**config.mk**
```make
export PLATFORM = sky130hd
export DESIGN_NAME = uart_tx_frame_gen
export DESIGN_NICKNAME = d
export VERILOG_FILES = /design/src/rtl/uart_pkg.sv /design/src/rtl/uart_frm_chk.sv /design/src/rtl/uart_tx_frame_gen.sv
export SDC_FILE = /design/constraint.sdc
export NUM_CORES = 1
export LEC_CHECK = 0
export CORE_MARGIN = 5
export CORE_UTILIZATION = 25
export DETAILED_ROUTE_END_ITERATION = 10
export GPL_TIMING_DRIVEN = 0
export PLACE_DENSITY = 0.52
export RECOVER_POWER = 100
export SLEW_MARGIN = 30
export SYNTH_ARGS = -nofsm -noshare
export SYNTH_HDL_FRONTEND = slang
export SYNTH_HIERARCHICAL = 1
export SYNTH_SLANG_ARGS = --single-unit
```
**constraint.sdc**
```tcl
create_clock -name clk_i -period 3.38 [get_ports clk_i]
set_input_delay 1.014 -clock clk_i [delete_from_list [all_inputs] [get_ports clk_i]]
set_output_delay 1.014 -clock clk_i [all_outputs]
set_load 0.05 [all_outputs]
```
**src/rtl/uart_pkg.sv**
```systemverilog
// Shared definitions for the UART framing blocks: FSM encoding and frame format constants.
package uart_pkg;

  typedef enum logic [2:0] {
    ST_IDLE = 3'd0,
    ST_HDR  = 3'd1,
    ST_SEQ  = 3'd2,
    ST_PLD  = 3'd3,
    ST_CHK  = 3'd4
  } frm_state_e;

  localparam logic [7:0] FRM_HEADER   = 8'hA5;
  localparam int         FRM_OVERHEAD = 3;  // HEADER + SEQ + CHK around the payload

endpackage

```
**src/rtl/uart_frm_chk.sv**
```systemverilog
// XOR checksum accumulator for UART frames; shared by the TX generator and the RX checker.
module uart_frm_chk #(
  parameter int W = 8
) (
  input  logic         clk_i,
  input  logic         rst_n_i,
  input  logic         clr_i,
  input  logic         en_i,
  input  logic [W-1:0] byte_i,
  output logic [W-1:0] chk_o
);

  logic [W-1:0] chk_q;

  // NOTE: sequential state uses non-blocking assignments so every flop samples pre-edge values.
  always_ff @(posedge clk_i) begin
    if (!rst_n_i || clr_i) begin
      chk_q <= '0;
    end else if (en_i) begin
      chk_q <= chk_q ^ byte_i;
    end
  end

  assign chk_o = chk_q;

endmodule

```
**src/rtl/uart_tx_frame_gen.sv**
```systemverilog
// Frames one payload word as {HEADER, SEQ, payload LSB-first, CHK} onto a byte stream
// with vld/rdy back-pressure towards the UART TX controller.
module uart_tx_frame_gen
  import uart_pkg::*;
#(
  parameter int         DLY        = 1,
  parameter int         DATA_WIDTH = 8,
  parameter int         WORD_BYTES = 4,
  parameter logic [7:0] HEADER     = FRM_HEADER
) (
  input  logic                    clk_i,
  input  logic                    rst_n_i,
  input  logic [WORD_BYTES*8-1:0] word_data_i,
  input  logic                    word_vld_i,
  output logic                    word_rdy_o,
  output logic [DATA_WIDTH-1:0]   ur_tx_ctrl_data_o,
  output logic                    ur_tx_ctrl_vld_o,
  input  logic                    ur_tx_ctrl_rdy_i,
  output logic                    busy_o,
  output logic [15:0]             frame_cnt_o
);

  localparam int IDX_W = (WORD_BYTES > 1) ? $clog2(WORD_BYTES) : 1;

  if (DATA_WIDTH != 8 || WORD_BYTES < 1 || WORD_BYTES > 16 || DLY < 0) begin : g_param_err
    $error("uart_tx_frame_gen: unsupported parameter set");
  end

  frm_state_e              state_q, state_nxt;
  logic [IDX_W-1:0]        idx_q;
  logic [WORD_BYTES*8-1:0] word_q;
  logic [DATA_WIDTH-1:0]   data_q;
  logic                    vld_q;
  logic [7:0]              seq_q;
  logic [15:0]             frame_cnt_q;
  logic [DATA_WIDTH-1:0]   chk;

  logic word_xfer, byte_xfer, idx_last, chk_en;

  assign word_xfer = word_vld_i & word_rdy_o;
  assign byte_xfer = vld_q & ur_tx_ctrl_rdy_i;
  assign idx_last  = (idx_q == IDX_W'(WORD_BYTES - 1));
  assign chk_en    = byte_xfer & ((state_q == ST_SEQ) | (state_q == ST_PLD));

  // NOTE: every always_comb output gets a default first so no path can infer a latch.
  always_comb begin
    state_nxt  = state_q;
    word_rdy_o = (state_q == ST_IDLE);
    busy_o     = (state_q != ST_IDLE);
    case (state_q)
      ST_IDLE: if (word_xfer)             state_nxt = ST_HDR;
      ST_HDR:  if (byte_xfer)             state_nxt = ST_SEQ;
      ST_SEQ:  if (byte_xfer)             state_nxt = ST_PLD;
      ST_PLD:  if (byte_xfer && idx_last) state_nxt = ST_CHK;
      ST_CHK:  if (byte_xfer)             state_nxt = ST_IDLE;
      default:                            state_nxt = ST_IDLE;
    endcase
  end

  // The output register is loaded with the byte of the state being entered, so a
  // state's byte is valid on the first cycle after entry and holds through stalls.
  always_ff @(posedge clk_i) begin
    if (!rst_n_i) begin
      state_q     <= ST_IDLE;
      idx_q       <= '0;
      data_q      <= '0;
      vld_q       <= 1'b0;
      seq_q       <= 8'd0;
      frame_cnt_q <= 16'd0;
    end else begin
      state_q <= state_nxt;
      case (state_q)
        ST_IDLE: if (word_xfer) begin
          data_q <= HEADER;
          vld_q  <= 1'b1;
        end
        ST_HDR: if (byte_xfer) data_q <= seq_q;
        ST_SEQ: if (byte_xfer) begin
          data_q <= word_q[DATA_WIDTH-1:0];
          idx_q  <= '0;
        end
        ST_PLD: if (byte_xfer) begin
          if (idx_last) begin
            data_q <= chk ^ data_q;  // last payload byte is still in flight into the accumulator
          end else begin
            data_q <= word_q[DATA_WIDTH-1:0];
            idx_q  <= idx_q + 1'b1;
          end
        end
        ST_CHK: if (byte_xfer) begin
          vld_q       <= 1'b0;
          seq_q       <= seq_q + 8'd1;
          frame_cnt_q <= frame_cnt_q + 16'd1;
        end
        default: ;
      endcase
    end
  end

  // NOTE: the payload shift register has no reset; it is always loaded on a word transfer before use.
  always_ff @(posedge clk_i) begin
    if (word_xfer) begin
      word_q <= word_data_i;
    end else if (chk_en) begin
      word_q <= word_q >> 8;
    end
  end

  uart_frm_chk #(.W(DATA_WIDTH)) u_chk (
    .clk_i   (clk_i),
    .rst_n_i (rst_n_i),
    .clr_i   (word_xfer),
    .en_i    (chk_en),
    .byte_i  (data_q),
    .chk_o   (chk)
  );

  assign ur_tx_ctrl_data_o = data_q;
  assign ur_tx_ctrl_vld_o  = vld_q;
  assign frame_cnt_o       = frame_cnt_q;

endmodule

```
==> results of run 1 <==
-- registers in the layout, summed over array words and instances, names as in the netlist --
name and count:
idx_q 2, u_chk/chk_o 8, ur_tx_ctrl_vld_o 1, ur_tx_ctrl_data_o 8, frame_cnt_o 16, word_q 32, seq_q 8, state_q 3
-- Yosys cell counts (2+ instances only) --
cell type / count / share of area
clkbuf_1: 12 / 0.012
o211ai_1: 4 / 0.0082
a31oi_1: 3 / 0.0052
mux2i_1: 2 / 0.0055
nor2_1: 22 / 0.023
o211a_1: 3 / 0.0082
nand3_1: 9 / 0.012
nand2_1: 15 / 0.015
or3_1: 4 / 0.0069
and4_1: 2 / 0.0048
o21ai_0: 9 / 0.012
mux2_2: 24 / 0.074
xor2_1: 9 / 0.022
or4_1: 6 / 0.012
a211oi_1: 2 / 0.0041
nand3b_1: 8 / 0.016
nand2b_1: 3 / 0.0052
nor3_1: 4 / 0.0055
nand4_1: 8 / 0.014
a21o_1: 3 / 0.0062
nor3b_1: 4 / 0.0082
edfxtp_1: 32 / 0.26
a21oi_2: 3 / 0.0072
o31ai_1: 6 / 0.012
a32o_1: 4 / 0.011
buf_2: 4 / 0.0055
o32ai_1: 4 / 0.0096
buf_6: 2 / 0.0062
a21bo_2: 7 / 0.019
dfxtp_1: 46 / 0.25
and2_1: 4 / 0.0069
xnor2_1: 3 / 0.0072
ha_1: 3 / 0.010
and3_1: 10 / 0.017
inv_1: 8 / 0.0082
a21oi_1: 22 / 0.030
a21bo_1: 2 / 0.0055
nor2b_1: 4 / 0.0069
a32oi_1: 4 / 0.0096
-- cells by family (layout without fill, tap and decap cells) --
kind of cell | count (synthesis) | after routing | share of synthesized area
adders and majority gates | 3 | 3 | 0.0103
and+or+nand+nor | 109 | 109 | 0.170
muxes | 26 | 26 | 0.0797
xor gates and xnor gates | 12 | 12 | 0.0288
buffers and inverters | 28 | 106 | 0.0374
AOI/OAI and AO/OA | 80 | 80 | 0.157
DFF | 78 | 78 | 0.516
-- where the power goes --
part	total [W]	switching [W]	internal [W]
Sequential	0.00107	0.0000236	0.00104
Clock	0.000999	0.000418	0.000580
Combinational	0.000249	0.000134	0.000115
-- cell usage in the layout, fill, tap and decap left out, drive strengths merged, types with 6 or more instances in the layout --
cell           count
dfxtp             46
clkdlybuf4s50     35
edfxtp            32
dlygate4sd3       27
a21oi             25
clkbuf            25
mux2              24
nor2              22
nand2             15
inv               11
and3              10
xor2               9
nand3              9
o21ai              9
a21bo              9
nand4              8
nand3b             8
o31ai              6
or4                6
-- metrics by stage --
step / total power, W / utilization
floorplan: 0.00124 / -
global placement: 0.00134 / 0.312
detailed placement: 0.00135 / 0.312
CTS: 0.00235 / 0.333
global route: 0.00241 / 0.331
finish: 0.00231 / 0.331
-- worst paths after layout --
path	startpoint	slack (ps)	to
setup / recovery	state_q[2]	110	word_rdy_o
hold / removal	frame_cnt_o[15]	480	frame_cnt_o[15]
setup reg to reg	state_q[2]	1000	word_q[0]
hold reg to reg	frame_cnt_o[15]	480	frame_cnt_o[15]
-- timing repair --
item                                    4_1_cts  5_1_grt
endpoints found under the hold margin         0        0
resized for setup                             1        0
endpoints found under the setup margin       32        0
-- worst register-to-register path, stage by stage, from the launching register on --
cell,delay [ps]
dfxtp_1,380
nor3_1,340
and2_0,170
clkbuf_1,320
buf_2,340
or2_4,460
-- layout make-up --
cell class	instances	area [sq um]	share of cell area
Buffer	20	96.3	0.0202
Clock inverter	7	78.8	0.0165
Timing Repair Buffer	62	621	0.130
Multi-Input combinational cell	230	1620	0.338
Clock buffer	9	225	0.0471
Inverter	8	30.0	0.00628
Tap cell	184	230	0.0482
Sequential cell	78	1880	0.394
-- per-layer routing --
metal | global-route usage | part of all wire
met5 | 0 | 0
met2 | 0.182 | 0.48
met1 | 0.132 | 0.45
met3 | 0.0366 | 0.054
met4 | 0.0411 | 0.015
==> results.txt, run 1 <==
share of post-route cells with drive strength above 1 - 0.130
DRC - 0
die extent in y - 131 um
CTS Sinks - 78
synthesis-to-finish area growth - 31.2%
HP Class - flop to flop
Yosys warnings - 6
chip width - 131 um
Post-synth top flop - dfxtp_1
Vias per Instance - 4.71
Final setup viols - 0
routed length per instance - 14.8 um
final WL - 8820 um
Clk Latency, worst-skew pair - 340 ps
Critical Path RT - 2370 ps
clk_skew - 8.11 ps
WHS - 483 ps
WP depth - 3
Final Hold Viols - 0
# hold bufs at CTS - 0
Peak VDD IR - 0.225 mV
First-pass DRT Iterations - 4
Post-synth EDFFs - 32
gr usage total - 0.110
Max Clk Rate - 306 MHz
Pwr per Cell Area - 484 nW/um^2
Mapped Area - 3640 sq um
vias - 2814
register area share after synthesis - 0.516
Avg Inst Size Synth - 10.8 sq um
FILL cells - 1500
# IOs - 63
worst-path cell chain - nor3_1, clkbuf_1, clkdlybuf4s50_1
Hold Path Depth - 2
Gate Count Post-Synth - 336
CP delay by family, top - buffers and inverters
Overflow after GRT - 0
initial antenna violation count - 0
gp weighted congestion - 0.834
dpl cell area - 4490 sq um
#FFs+latches synth - 78
Max Root-Sink Buffers - 2
CTS tree - built
fin worst setup slack - 107 ps
Lkg Pwr - 1.69 nW
clock slew at reported path FFs - 70 ps
final std cells w/o fill - 598
Rows - 44
vias in the first global route - 2905
crit-path max cell delay - 870 ps
initial core utilization - 0.253
Final Cycle Share - 0.968
Clock Root Buffer - clkbuf_16
unrepaired setup endpoints after global routing - false
pre-CTS setup slack - -438 ps
n_diodes - 0
Post-DP HPWL - 6510 um
status - finished, final reports clean
critical path arrival - 2260 ps
critical path's slowest cell - clkdlybuf4s50_1
syn nets - 375
largest net degree at the start of global routing - 33
post-route cell area - 4780 sq um
layout net count - 448
Detail Route Antenna Nets - 0
Slew HR - 0.511
H-Tree Depth - 3
core area - 14400 sq um
Buf/Inv on CP - 2
critical path class - flop to output pin
Initial DRC Count - 116
startpoint types - flop
Die Area - 17100 sq um
crit path max fanout - 10
Slew @ Worst Pin - 733 ps
post-placement cell count - 582
number of max-cap violations - 0
CP endpoint kind - output pin
Total Neg Setup Slack - 0 ps
R2R depth - 5
Synth cell types - 51
Post-synth ARST share - 0
min Tclk post-route - 3270 ps
first-pass GRT wire length - 14800 um
PortBufs - 62
number of buffers created by CTS - 9
Final Max Slew Viols - 0
postcts setup bufs - 0
Power figures use the tool's default switching activity.
==> run 2: changes to the inputs <==
- CTS_BUF_LIST: unset -> sky130_fd_sc_hd__clkbuf_8
==> run 2 against run 1 <==
Net effect: combinational power about the same; die area unchanged; final cell count unchanged; power is 11% lower; critical path type unchanged; largest cell class unchanged.
==> results.txt, run 2 (synthesized netlist as in run 1, its figures left out) <==
gr usage total - 0.110 (+0.000510)
Initial DRC Count - 113 (-2.6%)
startpoint types - flop
layout net count - 448 (unchanged)
critical path's slowest cell - clkdlybuf4s50_1
Hold EP - frame_cnt_o[15]
HP Class - flop to flop
routed length per instance - 14.8 um (+0.20%)
Overflow after GRT - 0 (unchanged)
final WL - 8840 um (+0.20%)
R2R depth - 5 (unchanged)
post-route cell area - 4670 sq um (-2.3%)
Gate power share - 0.121 (+0.013)
commonest non-fill, non-tap cell in the layout - dfxtp_1
# IOs - 63 (unchanged)
critical path class - flop to output pin
largest net degree at the start of global routing - 33 (unchanged)
Max Root-Sink Buffers - 2 (unchanged)
Slew @ Worst Pin - 737 ps (+3.66 ps)
Vias per Instance - 4.73 (+0.53%)
Rows - 44 (unchanged)
Final Cycle Share - 0.951 (-0.0172)
Detail Route Antenna Nets - 0 (unchanged)
Slew HR - 0.509 (-0.00244)
Peak VDD IR - 0.181 mV (-19%)
status - finished, final reports clean
n_diodes - 0 (unchanged)
clock slew at reported path FFs - 90 ps (+20 ps)
Global Route met2 Usage - 0.183 (+0.00150)
vias in the first global route - 2879 (-0.90%)
Pwr per Cell Area - 439 nW/um^2 (-9.4%)
clk_skew - 11.3 ps (+3.17 ps)
Buf/Inv on CP - 3 (+1)
core area - 14400 sq um (unchanged)
Top reg by flops - word_q
sequential power share - 0.520 (+0.059)
share of post-route cells with drive strength above 1 - 0.130 (unchanged)
CP endpoint kind - output pin
Total Neg Setup Slack - 0 ps (unchanged)
Internal - 0.00150 W (-13%)
Critical Path RT - 2370 ps (about the same)
number of buffers created by CTS - 9 (unchanged)
vias - 2829 (+0.53%)
CP delay by family, top - buffers and inverters
Lkg Pwr - 1.64 nW (-2.9%)
chip width - 131 um (unchanged)
synthesis-to-finish area growth - 28.2%
number of max-cap violations - 0 (unchanged)
postcts setup bufs - 0 (unchanged)
H-Tree Depth - 3 (unchanged)
clock share of power - 0.359 (-0.072)
Clock Root Buffer - clkbuf_8
CTS tree - built
die extent in y - 131 um (unchanged)
grt met3 use - 0.0427 (+0.00610)
initial core utilization - 0.253 (unchanged)
FILL cells - 1509 (+0.60%)
sw frac - 0.266 (+0.0171)
WHS - 486 ps (+3.13 ps)
Clk Latency, worst-skew pair - 370 ps (+30 ps)
PortBufs - 62 (unchanged)
min Tclk post-route - 3210 ps (-58.2 ps)
Most Crowded Layer GR - met2
Post-DP HPWL - 6510 um (unchanged)
hold_sp - frame_cnt_o[15]
Hold Path Depth - 2 (unchanged)
global routing usage on met1 - 0.131 (-0.000755)
Final Max Slew Viols - 0 (unchanged)
worst-path cell chain - nor3_1, clkbuf_1, inv_1, clkdlybuf4s50_1
first-pass GRT wire length - 14700 um (-0.47%)
First-pass DRT Iterations - 4 (unchanged)
Die Area - 17100 sq um (unchanged)
Worst R2R Setup Slack - 960 ps (-40 ps)
Final Hold Viols - 0 (unchanged)
critical path arrival - 2200 ps (-60 ps)
Final setup viols - 0 (unchanged)
gp weighted congestion - 0.834 (unchanged)
DRC - 0 (unchanged)
dpl cell area - 4490 sq um (unchanged)
crit path max fanout - 10 (unchanged)
CTS Sinks - 78 (unchanged)
initial antenna violation count - 0 (unchanged)
Final Power - 0.00205 W (-11%)
worst r2r src - state_q[2]
Max Clk Rate - 311 MHz (+1.8%)
unrepaired setup endpoints after global routing - false
most frequent cells in the layout - dfxtp_1, clkdlybuf4s50_1, edfxtp_1
crit-path max cell delay - 710 ps (-160 ps)
max reg flops - 32 (unchanged)
Reg-to-Reg End - word_q[3]
Sw Pwr - 0.000545 W (-5.4%)
run 2: timing repair:
| action | CTS | global route |
|---|---|---|
| gates cloned | 0 | 0 |
| hold buffers | 0 | 0 |
| endpoints found under the setup margin | 32 | 1 |
| gates resized for setup | 1 | 1 |
run 2: final cells by class:
class                   instances  area (sq um)  share of cell area
plain buffers                  20          96.3              0.0206
clock buffers                   9           124              0.0265
clock inverters                 7          78.8              0.0169
inverters                       8          30.0             0.00643
multi-input cells             230          1620               0.346
flip-flops and latches         78          1880               0.403
well taps                     184           230              0.0493
repair buffers                 62           614               0.131
run 2: worst max path at each step:
stage,startpoint,endpoint,slack [ps],depth (start not counted)
after floorplan,word_vld_i,word_q[0],670,5
after global placement,word_vld_i,word_q[23],-400,6
after CTS,state_q[2],word_rdy_o,40,3
after global routing,state_q[2],busy_o,30,4
after detailed placement,word_vld_i,word_q[23],-440,6
final,state_q[2],busy_o,170,4
run 2: metrics by stage:
step	worst slack, ps	util	std cells
floorplan	669	-	336
global placement	-400	0.312	582
detailed placement	-438	0.312	582
CTS	38.7	0.326	598
global route	29.8	0.324	598
finish	165	0.324	598
run 2: power groups by stage:
| stage | clock (W) | sequential (W) | combinational, W |
|---|---|---|---|
| floorplan | 0 | 0.00110 | 0.000136 |
| global placement | 0 | 0.00109 | 0.000254 |
| detailed placement | 0 | 0.00109 | 0.000256 |
| CTS | 0.000764 | 0.00107 | 0.000259 |
| global route | 0.000808 | 0.00107 | 0.000270 |
| finish | 0.000735 | 0.00107 | 0.000248 |
run 2: worst register-to-register path: stages (launching register included):
cell and delay [ps]:
dfxtp_1 390, nor3_1 340, and2_0 170, clkbuf_1 330, clkbuf_2 360, or2_4 470
run 2: layer usage:
metal  share of wire  up-vias
li1                -     1413
met1            0.44     1347
met2            0.49       60
met3           0.061        9
met4           0.013        0
met5               0        -
==> run 3: changes to the inputs <==
- PLACE_DENSITY: 0.52 -> 0.53
- clock period: 3.38 -> 2.68 ns (I/O delays scaled with it)
==> run 3 against run 2 <==
Net effect: final cell count is 0.17% lower; clock-buffer cell count unchanged; hold slack improved by 2.4 ps; clock skew increased by 0.63 ps; largest power group unchanged.
==> results.txt, run 3 (synthesized netlist as in run 1, its figures left out) <==
vias - 2825 (-0.14%)
Rows - 44 (unchanged)
DRC - 0 (unchanged)
min Tclk post-route - 2560 ps
vias in the first global route - 2909 (+1.0%)
Critical Path RT - 2930 ps (+560 ps)
initial core utilization - 0.253 (unchanged)
Final setup viols - 0 (unchanged)
Max Root-Sink Buffers - 2 (unchanged)
Max Clk Rate - 390 MHz
n_diodes - 0 (unchanged)
Vias per Instance - 4.73 (about the same)
CTS Sinks - 78 (unchanged)
first-pass GRT wire length - 14500 um (-1.6%)
Final Cycle Share - 0.956
Pwr per Cell Area - 540 nW/um^2 (+23%)
Detail Route Antenna Nets - 0 (unchanged)
startpoint types - input pin
Clk Latency, worst-skew pair - 360 ps (about the same)
critical path arrival - 2810 ps (+610 ps)
Die Area - 17100 sq um (unchanged)
Clock Root Buffer - clkbuf_8
Lkg Pwr - 1.67 nW (+1.6%)
final WL - 8950 um (+1.3%)
Slew HR - 0.630 (+0.121)
core area - 14400 sq um (unchanged)
routed length per instance - 15.0 um (+1.4%)
layout net count - 447 (-0.22%)
CTS tree - built
gr usage total - 0.109 (-0.000965)
clock slew at reported path FFs - 80 ps (about the same)
die extent in y - 131 um (unchanged)
synthesis-to-finish area growth - 28.7%
largest net degree at the start of global routing - 17 (-48%)
number of max-cap violations - 0 (unchanged)
Slew @ Worst Pin - 555 ps (-182 ps)
Initial DRC Count - 94 (-17%)
unrepaired setup endpoints after global routing - false
gp weighted congestion - 0.831 (-0.41%)
dpl cell area - 4490 sq um (unchanged)
First-pass DRT Iterations - 4 (unchanged)
Overflow after GRT - 0 (unchanged)
share of post-route cells with drive strength above 1 - 0.145 (+0.0148)
# IOs - 63 (unchanged)
initial antenna violation count - 0 (unchanged)
Peak VDD IR - 0.261 mV (+44%)
Final Power - 0.00253 W (+24%)
max reg flops - 32 (unchanged)
critical path class - input pin to flop
CP endpoint kind - flop
H-Tree Depth - 3 (unchanged)
clk_skew - 11.9 ps (+0.635 ps)
most frequent cells in the layout - dfxtp_1, clkdlybuf4s50_1, edfxtp_1
WHS - 489 ps (+2.38 ps)
postcts setup bufs - 0 (unchanged)
commonest non-fill, non-tap cell in the layout - dfxtp_1
Final Max Slew Viols - 0 (unchanged)
crit path max fanout - 11 (+1)
Top reg by flops - word_q
Final Hold Viols - 0 (unchanged)
Post-DP HPWL - 6450 um (-0.84%)
PortBufs - 62 (unchanged)
number of buffers created by CTS - 9 (unchanged)
status - finished, final reports clean
HP Class - flop to flop
post-route cell area - 4690 sq um (+0.35%)
chip width - 131 um (unchanged)
run 3: through the flow:
| step | setup slack (ps) | util | instances | TNS [ps] |
|---|---|---|---|---|
| after global routing | 15.6 | 0.325 | 597 | 0 |
| after global placement | -863 | 0.312 | 582 | -40060 |
| after detailed placement | -933 | 0.312 | 582 | -44300 |
| final | 119 | 0.325 | 597 | 0 |
| after CTS | 26.2 | 0.325 | 597 | 0 |
| after floorplan | 179 | - | 336 | 0 |
run 3: per-layer routing:
layer,vias up,global-route usage,wire [um]
met5,-,0,0
met4,0,0.0496,225
met3,18,0.0382,445
met2,61,0.182,4390
met1,1343,0.126,3890
li1,1403,-,-
run 3: cell type report:
type                            count  area, sq um
Sequential cell                    78         1880
Fill cell                        1471         9740
Tap cell                          184          230
Buffer                             18          103
Inverter                            8         30.0
Multi-Input combinational cell    231         1630
Clock buffer                        9          124
Clock inverter                      7         66.3
Timing Repair Buffer               62          621
run 3: power breakdown:
part | switching, W | leakage (nW) | internal, W
registers | 0.0000287 | 0.682 | 0.00131
clock network | 0.000448 | 0.0941 | 0.000424
logic | 0.000171 | 0.892 | 0.000148
total | 0.000647 | 1.67 | 0.00189
run 3: path summary, 6_finish.rpt:
| kind | slack (ps) | to | cells after the start | startpoint |
|---|---|---|---|---|
| max | 120 | ur_tx_ctrl_data_o[6] | 5 | word_vld_i |
| min | 490 | frame_cnt_o[15] | 2 | frame_cnt_o[15] |
| max reg2reg | 620 | word_q[8] | 5 | state_q[2] |
| min reg2reg | 490 | frame_cnt_o[15] | 2 | frame_cnt_o[15] |
run 3: critical path, stage by stage:
cell and delay [ps]:
clkdlybuf4s50_1 660, or3b_2 510, a21oi_2 390, o21ai_0 160, a32o_1 280
run 3: what timing repair did:
| item | in CTS | in global routing |
|---|---|---|
| hold buffers | 0 | 0 |
| cloned | 1 | 0 |
| resized for setup | 8 | 1 |
| setup endpoints to repair | 60 | 1 |
| pin swaps | 1 | 0 |
